**config.mk**
```make
export PLATFORM = sky130hd
export DESIGN_NAME = uart_rx_ctrl
export DESIGN_NICKNAME = d
export VERILOG_FILES = /design/src/rtl/uart_rx_ctrl.sv
export SDC_FILE = /design/constraint.sdc
export NUM_CORES = 1
export LEC_CHECK = 0
export ABC_AREA = 1
export BUFFER_PORTS_ARGS = -buffer_cell sky130_fd_sc_hd__buf_2
export CAP_MARGIN = 15
export CORE_UTILIZATION = 40
export DETAILED_ROUTE_END_ITERATION = 6
export PLACE_DENSITY = 0.61
export SETUP_SLACK_MARGIN = 0.5
export SLEW_MARGIN = 20
export SYNTH_ARGS = -nofsm -noshare
export SYNTH_HDL_FRONTEND = slang
export SYNTH_SLANG_ARGS = --single-unit
```
**constraint.sdc**
```tcl
create_clock -name clk -period 1.3 [get_ports clk]
set_input_delay 0.26 -clock clk [delete_from_list [all_inputs] [get_ports clk]]
set_output_delay 0.26 -clock clk [all_outputs]
set_load 0.01 [all_outputs]
```
**src/rtl/uart_rx_ctrl.sv**
```systemverilog
// UART receive controller: detects a start bit, runs the baud generator for one
// frame, samples each bit on its mid-bit strobe and reports the byte or an error.
module uart_rx_ctrl #(
    parameter int DATA_BITS  = 8,
    parameter int PARITY_EN  = 0,
    parameter int PARITY_ODD = 0
) (
    input  logic                 clk,
    input  logic                 rst_n,
    input  logic                 rx,
    input  logic                 bps_clk,
    output logic                 bps_start,
    output logic [DATA_BITS-1:0] rx_data,
    output logic                 rx_valid,
    output logic                 frame_err,
    output logic                 parity_err,
    output logic                 busy
);

    typedef enum logic [2:0] {
        IDLE,
        START,
        DATA,
        PARITY,
        STOP,
        WAIT_HIGH
    } state_t;

    localparam logic [2:0] LAST_BIT = 3'(DATA_BITS - 1);
    localparam logic       PAR_EN   = (PARITY_EN != 0);
    localparam logic       PAR_ODD  = (PARITY_ODD != 0);

    state_t               state;
    state_t               next_state;
    logic                 rx_meta;
    logic                 rx_sync;
    logic                 rx_prev;
    logic                 rx_fall;
    logic [2:0]           bit_cnt;
    logic [DATA_BITS-1:0] shift_reg;
    logic                 par_mismatch;

    logic                 shift_en;
    logic                 par_check;
    logic                 stop_done;
    logic                 valid_set;
    logic                 ferr_set;
    logic                 perr_set;
    logic                 run_next;

    // Two-flop synchroniser plus a history flop; preset high so reset looks like an idle line.
    // NOTE: sequential state uses non-blocking assignments so every flop samples pre-edge values.
    always_ff @(posedge clk or negedge rst_n) begin
        if (!rst_n) begin
            rx_meta <= 1'b1;
            rx_sync <= 1'b1;
            rx_prev <= 1'b1;
        end else begin
            rx_meta <= rx;
            rx_sync <= rx_meta;
            rx_prev <= rx_sync;
        end
    end

    assign rx_fall = rx_prev & ~rx_sync;

    always_ff @(posedge clk or negedge rst_n) begin
        if (!rst_n) begin
            state <= IDLE;
        end else begin
            state <= next_state;
        end
    end

    // NOTE: every combinational output gets a default first, so no path can infer a latch.
    always_comb begin
        next_state = state;
        case (state)
            IDLE: begin
                if (rx_fall) begin
                    next_state = START;
                end
            end
            START: begin
                if (bps_clk) begin
                    next_state = rx_sync ? IDLE : DATA;
                end
            end
            DATA: begin
                if (bps_clk && (bit_cnt == LAST_BIT)) begin
                    next_state = PAR_EN ? PARITY : STOP;
                end
            end
            PARITY: begin
                if (bps_clk) begin
                    next_state = STOP;
                end
            end
            STOP: begin
                // Leaving at mid-stop-bit leaves half a bit to catch a back-to-back start edge.
                if (bps_clk) begin
                    next_state = rx_sync ? IDLE : WAIT_HIGH;
                end
            end
            WAIT_HIGH: begin
                if (rx_sync) begin
                    next_state = IDLE;
                end
            end
            default: begin
                next_state = IDLE;
            end
        endcase
    end

    always_comb begin
        busy      = (state != IDLE);
        shift_en  = (state == DATA) && bps_clk;
        par_check = PAR_EN && (state == PARITY) && bps_clk;
        stop_done = (state == STOP) && bps_clk;
        valid_set = stop_done && rx_sync && !par_mismatch;
        ferr_set  = stop_done && !rx_sync;
        perr_set  = stop_done && par_mismatch;
        run_next  = (next_state == START) || (next_state == DATA) ||
                    (next_state == PARITY) || (next_state == STOP);
    end

    // Registered strobes and bps_start: no combinational path from rx reaches an output.
    // NOTE: the shift register is reset along with everything else; it is tiny and keeps X out of parity.
    always_ff @(posedge clk or negedge rst_n) begin
        if (!rst_n) begin
            bps_start    <= 1'b0;
            rx_data      <= '0;
            rx_valid     <= 1'b0;
            frame_err    <= 1'b0;
            parity_err   <= 1'b0;
            bit_cnt      <= 3'd0;
            shift_reg    <= '0;
            par_mismatch <= 1'b0;
        end else begin
            bps_start  <= run_next;
            rx_valid   <= valid_set;
            frame_err  <= ferr_set;
            parity_err <= perr_set;

            if (valid_set) begin
                rx_data <= shift_reg;
            end

            if (state == START) begin
                bit_cnt <= 3'd0;
            end else if (shift_en) begin
                bit_cnt <= bit_cnt + 3'd1;
            end

            // Bits enter from the MSB side so the first bit ends up in the LSB.
            if (shift_en) begin
                shift_reg <= {rx_sync, shift_reg[DATA_BITS-1:1]};
            end

            if (state == IDLE) begin
                par_mismatch <= 1'b0;
            end else if (par_check) begin
                par_mismatch <= rx_sync ^ (^shift_reg) ^ PAR_ODD;
            end
        end
    end

endmodule

```
[After elaboration in Yosys (flattened, before gate mapping)]
Cells that the tools add are included.
Word-level totals
  flip-flop bits (word level): 28
  output and inout bits: 13
Operators by class
  add/sub/neg operators: 1
  equal/unequal tests: 10
  multiplexer cells: 11
  bitwise operators: 2
  reduce and logical (&&, ||, !) cells: 12
Operator list (count)
  2-to-1 mux 3 bit: 9
  one-hot mux 3 bit (6 select lines): 1
  equality test 3 x 2 -> 1 bit, second input constant: 4
  equality test 3 bit, second input constant: 4
  equality test 3 x 1 -> 1 bit, second input constant: 2
  logical AND 1 bit: 5
  adder 3 x 1 -> 3 bit, second input constant: 1
  logical NOT 3 bit: 1
  logical OR 1 bit: 3
  nonzero test 3 bit: 1
  2-to-1 mux 2 bit: 1
  nonzero test 2 bit: 1
  AND 1 bit: 1
  logical NOT 1 bit: 1
  NOT 1 bit: 1

[Longest topological paths before layout]
Gate-level depths: netlist (run 1).
  word-level depth: 8
  mapped depth: 9

[Worst setup path before layout (run 1)]
Ideal clock, no wire load.
  kind: register to register
  from: register bit_cnt[0]
  to: register bps_start
  library setup time: 0.114 ns
  arrival: 1.136 ns
  required time: 1.186 ns
  slack: 0.050 ns
  cell stages (with the launch flop): 7
  path buffers: 0
  period minus slack after synthesis: 1.250 ns
  cell sequence: dfrtp_1 -> ha_1 -> ha_1 -> o21ai_0 -> o21ai_2 -> nor2_2 -> nor2_2
On the way
  longest elaborated chain between the ends: 8
  elaborated cells on any way between the ends: 11
  those cells by class: 5 x eq/ne; 2 x mux; 4 x reduce/logical
Ends and longest elaborated chain
  start: declaration: RTL line 39  | logic [2:0] bit_cnt;
  start signal: assignment: RTL line 153  | bit_cnt <= bit_cnt + 3'd1;
  equality test 3 bit (*): RTL line 90  | if (bps_clk && (bit_cnt == LAST_BIT)) begin
  logical AND 1 bit (*): RTL line 90
  2-to-1 mux 3 bit (*): RTL line 90
  one-hot mux 3 bit (6 select lines) (*): RTL line 78  | case (state)
  net next_state[2]: RTL line 34  | state_t next_state;
  equality test 3 x 1 -> 1 bit or equality test 3 x 2 -> 1 bit (tied branches): RTL line 124  | run_next = (next_state == START) || (next_state == DATA) ||
  logical OR 1 bit (2 in a row): RTL line 124
  logical OR 1 bit (*): RTL line 125  | (next_state == PARITY) || (next_state == STOP);
  net run_next: RTL line 49  | logic run_next;
  end signal: assignment: RTL line 141  | bps_start <= run_next;
  end: declaration: RTL line 12  | output logic bps_start,
The timed path passes the listed nets; every way through them passes the cells marked *.
A chain may end at the register's enable or synchronous reset.

[Final worst setup path (run 1)]
  from: register state[1]
  to: register rx_data[6]
On the way
  longest elaborated chain between the ends: 3
Ends and longest elaborated chain
  start: declaration: RTL line 33  | state_t state;
  start signal: assignment: RTL line 71  | state <= next_state;
  equality test 3 bit: RTL line 120  | stop_done = (state == STOP) && bps_clk;
  logical AND 1 bit: RTL line 120
  logical AND 1 bit: RTL line 121  | valid_set = stop_done && rx_sync && !par_mismatch;
  net valid_set: RTL line 46  | logic valid_set;
  end signal: assignment: RTL line 147  | rx_data <= shift_reg;
  end: declaration: RTL line 13  | output logic [DATA_BITS-1:0] rx_data,
The timed path passes the listed nets, and every way through them passes these cells.

==> results of run 1 <==
[layout make-up]
type,count,share of cell area
Clock buffer,3,0.0134
Timing Repair inverter,1,0.00522
Tap cell,31,0.0231
Inverter,19,0.0470
Sequential cell,28,0.422
Multi-Input combinational cell,77,0.311
Clock inverter,1,0.0179
Timing Repair Buffer,36,0.160
[timing repair]
item | CTS | global route
endpoints found under the hold margin | 17 | 16
cloned | 1 | 0
pin swaps | 3 | 2
buffers inserted | 11 | 5
resized for setup | 8 | 15
endpoints found under the setup margin | 37 | 37
[synth_stat cells]
library cell / count / share of area
a21oi_2: 1 / 0.0070
buf_4: 1 / 0.0060
buf_6: 3 / 0.027
conb_1: 1 / 0.0030
dfrtp_1: 25 / 0.50
dfstp_2: 3 / 0.063
ha_1: 2 / 0.020
inv_1: 14 / 0.042
inv_2: 4 / 0.012
inv_4: 1 / 0.0050
nand2_1: 32 / 0.096
nand2_2: 3 / 0.015
nand2_4: 1 / 0.0090
nand3_1: 3 / 0.012
nand3_2: 2 / 0.016
nor2_1: 8 / 0.024
nor2_2: 4 / 0.020
nor2_4: 1 / 0.0090
nor2_8: 1 / 0.016
o21ai_0: 1 / 0.0040
o21ai_1: 9 / 0.036
o21ai_2: 8 / 0.056
[worst max-delay path, stage by stage (launching register included)]
cell	delay (ns)
dfrtp_1	0.45
nor2_4	0.13
buf_4	0.12
buf_6	0.11
nand2_8	0.06
nor2_8	0.20
inv_8	0.09
nand2_1	0.08
o21ai_2	0.05
[cells by family (layout without fill, tap and decap cells)]
family | count (synthesis) | in the layout | share of synthesized area
fa+ha+maj | 2 | 2 | 0.0200
compound gates | 19 | 19 | 0.103
other cells | 1 | 1 | 0.00300
buf+inv | 23 | 60 | 0.0922
simple gates | 55 | 55 | 0.217
flops | 28 | 28 | 0.564
[layer usage]
layer / vias to the layer above / GRT usage / wire length, um
met2: 10 / 0.246 / 1140
met3: 2 / 0.0223 / 44
met1: 434 / 0.206 / 1080
met4: 0 / 0.0884 / 18
li1: 467 / - / -
met5: - / 0 / 0
[final timing paths]
kind                            cells past startpoint                      to               start
worst max-delay path                                8  rx_data[6]$_DFFE_PN0P_  state[1]$_DFF_PN0_
worst min register to register                      0       rx_sync$_DFF_PN1_   rx_meta$_DFF_PN1_
worst max register to register                      8  rx_data[6]$_DFFE_PN0P_  state[1]$_DFF_PN0_
max in group asynchronous                           2       rx_sync$_DFF_PN1_               rst_n
worst min-delay path                                1  rx_data[1]$_DFFE_PN0P_               rst_n
min in group clk                                    3     frame_err$_DFF_PN0_             bps_clk
[per-stage QoR]
step                      cell area, um2  setup TNS, ns  hold slack, ns
after global placement              1400              0           0.213
final                               1680         -0.336          -0.168
after floorplan                     1280              0         -0.0356
after global routing                1680         -0.857          -0.179
after detailed placement            1400              0           0.218
after CTS                           1570        -0.0698          -0.167
[where the power goes]
group | switching (mW) | internal, mW | total [mW]
Sequential | 0.154 | 1.10 | 1.26
Clock | 0.259 | 0.312 | 0.571
Combinational | 0.704 | 0.593 | 1.30
[cell usage in the layout (no fill, tap or decap), drive strengths merged]
cell / count
buf: 35
bufinv: 1
nor2: 14
o21ai: 18
a21oi: 1
nand2: 36
inv: 20
dlygate4sd3: 1
dfrtp: 25
nand3: 5
dfstp: 3
clkbuf: 3
conb: 1
ha: 2
==> results.toml, run 1 <==
[timing]
fmax_mhz = 739
rsz0062_at_grt = "true"
timing.hold.ws_ns = -0.168
setup_viol_count_final = 10
layout_min_cycle_time_ns = 1.35
drv_slew = 0
finClkSkew_ns = 0.00646
hold_viol = 16
period_share = 1.04
setup_slack_ns = -0.0523

[clock_tree]
cts.path.max_buffers = 2
clkLatencyLatePin_ns = 0.33
root_buffer = "clkbuf_4"
clock-sinks = 28
cts_tree = "done"
clkTransAtPathRegs_ns = 0.15
htreeDepth = 1
cts_hold_buf = 1
cts_buffers = 3

[placement]
pre_cts_ws_ns = 0.0223
dp_hpwl_um = 1490
place.gp.congestion = 0.821
io_buffers = 15
dp.cells = 174

[synth]
syn_area_mm2 = 0.00125
syn-num-nets = 134
post_synth_num_cell_types = 22
ys_seq_area_frac = 0.564
avgSynthCellArea_um2 = 9.76
netlist_instances = 128
yosysWarnings = 0
synth_seq_cells = 28

[setup_path]
worst_setup_path_end_kind = "register"
rrSetupSlack_ns = -0.05
crit_required_ns = 1.54
crit_type = "reg2reg"
arrival_ns = 1.60
critPathMaxFanout = 8
worst_setup_path_start_kind = "register"

[global_route]
grt_overflow = 0
antenna_found_initial = 0
grt_pass1_wl_um = 3910
grt_start_max_net_pins = 20
grt_pass1_vias = 895
grt.total_usage = 0.156

[die]
core_mm2 = 0.00285
pin_count = 17
core.rowCount = 19
die_w_um = 57.9
start_util = 0.438
die_h_um = 57.9
dieArea_mm2 = 0.00335

[routing]
drt_wl_total_um = 2280
vias_per_cell = 4.66
first_pass_iters = 6
vias = 913
first_iter_violations = 21
wl_per_cell_um = 11.7
drc = 2
ant_nets = 0

[pwr]
vdd_ir_drop_max_mv = 0.656
p_per_area_mw_per_mm2 = 1860
fin_total_pwr_mw = 3.13
power.leakage_nw = 0.873

[finish]
utilization = 0.588
fillers = 248
seqCellArea_um2 = 707
drive_gt1_frac = 0.521
areaGrowthSynthToFinish_pct = 34.3
instances_no_fill = 196
antennaDiodeCount = 0
multi_input_area_um2 = 522
num-nets-final = 172

[min_path]
hold_class = "in2async"

[flow_run]
maxCapViolCount = 0

[run_status]
status = "finished with violations"
failed_checks = "DRC, hold timing, setup timing"
Power figures use the tool's default switching activity.
==> run 2, diff against run 1 <==
--- a/config.mk
+++ b/config.mk
@@ -5,7 +5,7 @@
 export SDC_FILE = /design/constraint.sdc
 export NUM_CORES = 1
 export LEC_CHECK = 0
-export ABC_AREA = 1
+export ABC_AREA = 0
 export BUFFER_PORTS_ARGS = -buffer_cell sky130_fd_sc_hd__buf_2
 export CAP_MARGIN = 15
 export CORE_UTILIZATION = 40
==> run 2 against run 1 <==
  * The flow finishes with violations (DRC, setup timing)
  * Area after synthesis down 2.4%
  * Via count down 8.9%
  * Worst setup slack worse by 0.29 ns
  * Critical path depth down 5
  * Die area down 2.3%
  * Final cell count down 17%
  * Clock power down 1%
  * Clock-buffer cell count unchanged
  * Maximum frequency down 18%
  * Sequential cell count unchanged
  * Critical path type is now reg2out
  * Critical endpoint is now busy
  * Largest cell class unchanged
==> results.toml, run 2 <==
[run_status]
status = "finished with violations"
failed_checks = "DRC, setup timing"

[min_path]
hp-start = "rx_meta$_DFF_PN1_"
min_to = "rx_sync$_DFF_PN1_"
hold_class = "reg2reg"
hold_depth = 0

[synth]
syn_area_mm2 = 0.00122
synth_compound_area_frac = 0.0903
yosys.area_share.adder = 0.0205
post_synth_num_cell_types = 31
synthArstFlopShare = 1.00
synth_area_leaders = "dfrtp_1 51%, mux2_4 9.9%, mux2_2 7.4%"
synth_common_cells = "25 x dfrtp_1, 8 x mux2_2, 8 x mux2_4, 5 x inv_1, 5 x o21ai_0"
synthSimpleGateAreaFrac = 0.0893
yosysWarnings = 0
synth-main-ff-cell = "dfrtp_1"
avgSynthCellArea_um2 = 13.4
synth-xor-area-share = 0
synth.most_common_cell = "dfrtp_1"
synth_top_family_by_area = "multiplexers"
syn-num-nets = 97
muxShareOfSynthArea = 0.172
netlist_instances = 91
ys_seq_area_frac = 0.578
synth_top_cell_by_area = "dfrtp_1"
synth_seq_cells = 28
synth_edf_count = 0
yosysTopAreaCellShare = 0.513

[routing]
wl_per_cell_um = 14.8
drt_wl_total_um = 2400
vias_per_cell = 5.14
first_iter_violations = 17
ant_nets = 0
vias = 832
first_pass_iters = 6
drc = 2

[clock_tree]
cts_tree = "done"
cts.path.max_buffers = 2
root_buffer = "clkbuf_4"
cts_buffers = 3
clkTransAtPathRegs_ns = 0.15
clock-sinks = 28
htreeDepth = 1
clkLatencyLatePin_ns = 0.33

[setup_path]
reg2reg_depth = 6
crit_type = "reg2out"
crit_chain = "buf_6 > or3_4 > buf_6"
critPathMaxFanout = 2
startpoint = "state[1]$_DFF_PN0_"
worst_setup_path_end_kind = "output port"
worst_setup_path_start_kind = "register"
rr_startpoint = "state[1]$_DFF_PN0_"
rrSetupSlack_ns = -0.27
crit_required_ns = 1.04
arrival_ns = 1.38
crit_path_max_incr_delay_ns = 0.43
critPathSlowestCell = "dfrtp_1"
crit_top_cell = "buf_6"
r2r_end = "shift_reg[4]$_DFFE_PN0P_"

[timing]
setup_tns_ns = -3.55
finClkSkew_ns = 0.00734
setup_slack_ns = -0.341
layout_min_cycle_time_ns = 1.64
hold_viol = 0
period_share = 1.26
rsz0062_at_grt = "true"
setup_viol_count_final = 21
fmax_mhz = 609
drv_slew = 0

[pwr]
vdd_ir_drop_max_mv = 0.805
fin_total_pwr_mw = 3.61
power.leakage_nw = 0.850
p_per_area_mw_per_mm2 = 2060

[global_route]
grt_start_max_net_pins = 29
grt_pass1_vias = 894
grt_overflow = 0
grt.total_usage = 0.155
antenna_found_initial = 0
grt_pass1_wl_um = 3890

[finish]
fillers = 209
seqCellArea_um2 = 704
mostFrequentLayoutCells = "25 x dfrtp_1, 15 x buf_6, 14 x buf_2, 9 x buf_4"
final_common_cell = "dfrtp_1"
drive_gt1_frac = 0.626
multi_input_area_um2 = 573
num-nets-final = 138
antennaDiodeCount = 0
areaGrowthSynthToFinish_pct = 43.9

[placement]
dp_hpwl_um = 1520
place.gp.congestion = 0.767
pre_cts_ws_ns = -0.0170
io_buffers = 15

[die]
pin_count = 17
die_h_um = 57.2
die_w_um = 57.2
core_mm2 = 0.00283
start_util = 0.431
dieArea_mm2 = 0.00327
core.rowCount = 19

[flow_run]
maxCapViolCount = 0
run 2: cell count changes in the layout (fill, tap and decap cells not counted), sizes merged, moves of 3 or more:
cell    delta
nand2     -33
mux2      +16
inv       -15
o21ai     -13
nor2       -9
buf        +5
nand3      -5
nand2b     +3
o22ai      +3
run 2: worst max path at each step:
stage                                    end  slack, ns  cells past startpoint
detailed placement  shift_reg[4]$_DFFE_PN0P_      -0.02                      4
floorplan           shift_reg[0]$_DFFE_PN0P_      -0.04                      4
global route                            busy      -0.36                      3
CTS                                     busy      -0.33                      3
finish                                  busy      -0.34                      3
global placement                        busy      0.001                      3
run 2: cells by family after synthesis:
group,Yosys count
AOI/OAI and AO/OA,16
DFF,28
buffers and inverters,11
adders and majority gates,2
muxes,16
other,1
and+or+nand+nor,17
run 2: cell type report:
type                            instances  share of cell area
Timing Repair Buffer                   42               0.209
Inverter                                5              0.0107
Sequential cell                        28               0.402
Clock inverter                          1              0.0171
Clock buffer                            3              0.0128
Multi-Input combinational cell         52               0.327
Tap cell                               31              0.0221
run 2: critical path, delay by kind of cell (launching register included):
kind,cells,cell delay (ns)
flops,1,0.43
buf+inv,2,0.26
simple gates,1,0.37
run 2: metrics by stage:
step	area, um2	utilization	hold WS, ns	std cells
after floorplan	1250	-	-0.0356	91
after global placement	1450	0.514	0.278	146
after detailed placement	1450	0.514	0.280	146
after CTS	1640	0.580	0.00463	157
after global routing	1750	0.620	0.371	162
final	1750	0.620	0.367	162
run 2: power by group:
part	leakage (nW)	switching (mW)	internal, mW
clock network	0.0279	0.253	0.312
logic	0.455	0.721	1.07
registers	0.367	0.161	1.10
run 2: layer usage:
layer  wire length [um]  vias up  global-route usage
met4                 44        0              0.0662
li1                   -      398                   -
met5                  0        -                   0
met1               1130      412               0.195
met3                 64        4              0.0272
met2               1160       18               0.262
run 2: what timing repair did:
item	CTS	global route
pin swaps	7	8
setup endpoints to repair	37	39
setup buffers	6	4
resized for setup	19	17
cloned	0	0
hold buffers	1	1
hold endpoints to repair	25	1
==> run 3, diff against run 2 <==
--- a/config.mk
+++ b/config.mk
@@ -12,6 +12,7 @@
 export DETAILED_ROUTE_END_ITERATION = 6
 export PLACE_DENSITY = 0.61
 export SETUP_SLACK_MARGIN = 0.5
+export SKIP_CTS_REPAIR_TIMING = 1
 export SLEW_MARGIN = 20
 export SYNTH_ARGS = -nofsm -noshare
 export SYNTH_HDL_FRONTEND = slang
==> run 3 against run 2 <==
  * The flow finishes with violations (DRC, hold timing, setup timing)
  * Routed wire length shrank 3.9%
  * Clock power barely moved
  * Clock-buffer cell count is the same
  * Worst hold slack lost 0.46 ns
  * Global-route usage shrank 0.97 points
  * Register-to-register slack better by 0.17 ns
  * Via count decreased by 2.6%
  * Final cell count fell by 3.1%
  * Utilization decreased by 2.9 points
  * Critical endpoint unchanged
==> results.toml, run 3 (synthesis gave the netlist of run 2 again) <==
[placement]
dp.cells = 146
place.gp.congestion = 0.767
io_buffers = 15
place_area_mm2 = 0.00145
dp_hpwl_um = 1520
pre_cts_ws_ns = -0.0170

[pwr]
seq_power_share = 0.375
power.leakage_nw = 0.822
pwr-share-comb = 0.458
pwr-share-clk = 0.167
p_int_mw = 2.32
swShare = 0.314
vdd_ir_drop_max_mv = 0.804
power_switching_mw = 1.06
p_per_area_mw_per_mm2 = 2020

[routing]
ant_nets = 0
vias = 810
dr.max_layer_used = "met4"
vias_per_cell = 5.16
first_pass_iters = 5
met3WireLength_um = 61
drt_wl_total_um = 2310
met2_length_um = 1150
drt-met1-wl_um = 1070
wl_per_cell_um = 14.7
first_iter_violations = 16
drc = 2

[die]
core_mm2 = 0.00283
core.rowCount = 19
die_h_um = 57.2
die_w_um = 57.2
pin_count = 17
dieArea_mm2 = 0.00327
start_util = 0.431

[timing]
layout_min_cycle_time_ns = 1.65
timing.hold.ws_ns = -0.0950
rsz0062_at_grt = "true"
setup_tns_ns = -1.61
period_share = 1.27
setup_slack_ns = -0.350
hold_viol = 25
drv_slew = 0
fmax_mhz = 606
finClkSkew_ns = 0.00275
setup_viol_count_final = 17

[global_route]
grt.total_usage = 0.145
grt_pass1_vias = 843
grt_pass1_wl_um = 3650
grt_overflow = 0
antenna_found_initial = 0
grt_start_max_net_pins = 29

[run_status]
status = "finished with violations"
failed_checks = "DRC, hold timing, setup timing"

[setup_path]
rrSetupSlack_ns = -0.10
worst_setup_path_end_kind = "output port"
reg2reg_depth = 5
rr_startpoint = "state[0]$_DFF_PN0_"
arrival_ns = 1.39
r2r_end = "shift_reg[4]$_DFFE_PN0P_"
worst_setup_path_start_kind = "register"
crit_required_ns = 1.04
startpoint = "state[0]$_DFF_PN0_"
crit_type = "reg2out"
critPathMaxFanout = 5
crit_path_end = "busy"

[clock_tree]
root_buffer = "clkbuf_4"
cts_tree = "done"
htreeDepth = 1
clkLatencyLatePin_ns = 0.32
clkTransAtPathRegs_ns = 0.15
clock-sinks = 28
cts.path.max_buffers = 2
cts_buffers = 3

[finish]
utilization = 0.591
mostFrequentLayoutCells = "25 x dfrtp_1, 14 x buf_2, 11 x buf_4, 10 x buf_6"
areaGrowthSynthToFinish_pct = 37.2
num-nets-final = 133
fillers = 234
instances_no_fill = 157
antennaDiodeCount = 0
fin_area_mm2 = 0.00167
seqCellArea_um2 = 704
final_common_cell = "dfrtp_1"
multi_input_area_um2 = 559
drive_gt1_frac = 0.611

[flow_run]
maxCapViolCount = 0

[min_path]
hold_class = "in2async"
## run 3: layout make-up
| cell class | instances | area share |
|---|---|---|
| clock buffer | 3 | 0.0135 |
| multi-input combinational | 52 | 0.335 |
| timing repair buffer | 37 | 0.177 |
| sequential | 28 | 0.421 |
| clock inverter | 1 | 0.0180 |
| inverter | 5 | 0.0127 |
| tap | 31 | 0.0232 |
## run 3: critical path, cell delays in order, from the launching register on
cell and delay [ns]:
dfrtp_1 0.44, buf_6 0.14, or3_4 0.37, buf_6 0.13
## run 3: layer usage
layer,global-route usage,vias up
li1,-,389
met1,0.182,403
met2,0.245,16
met3,0.0272,2
met4,0.0627,0
met5,0,-
## run 3: power by group through the flow
stage / sequential (mW) / clock, mW / combinational, mW
detailed placement: 1.27 / 0 / 1.18
CTS: 1.25 / 0.574 / 1.18
global route: 1.29 / 0.606 / 1.66
global placement: 1.26 / 0 / 1.14
finish: 1.27 / 0.563 / 1.54
floorplan: 1.28 / 0 / 0.732
## run 3: worst min path at each step
stage	start	endpoint	slack (ns)	depth (start not counted)
5_1_grt	rst_n	rx_data[2]$_DFFE_PN0P_	-0.08	2
2_1_floorplan	rst_n	bit_cnt[0]$_DFFE_PN0P_	-0.04	0
3_3_place_gp	rst_n	bit_cnt[0]$_DFFE_PN0P_	0.28	2
4_1_cts	rst_n	rx_data[2]$_DFFE_PN0P_	-0.09	2
6_report	rst_n	frame_err$_DFF_PN0_	-0.09	2
3_5_place_dp	rst_n	frame_err$_DFF_PN0_	0.28	2
## run 3: metrics by stage
| step | hold WS [ns] | power, mW |
|---|---|---|
| final | -0.0950 | 3.37 |
| after global placement | 0.278 | 2.40 |
| after detailed placement | 0.280 | 2.45 |
| after CTS | -0.0869 | 3.01 |
| after floorplan | -0.0356 | 2.01 |
| after global routing | -0.0826 | 3.56 |
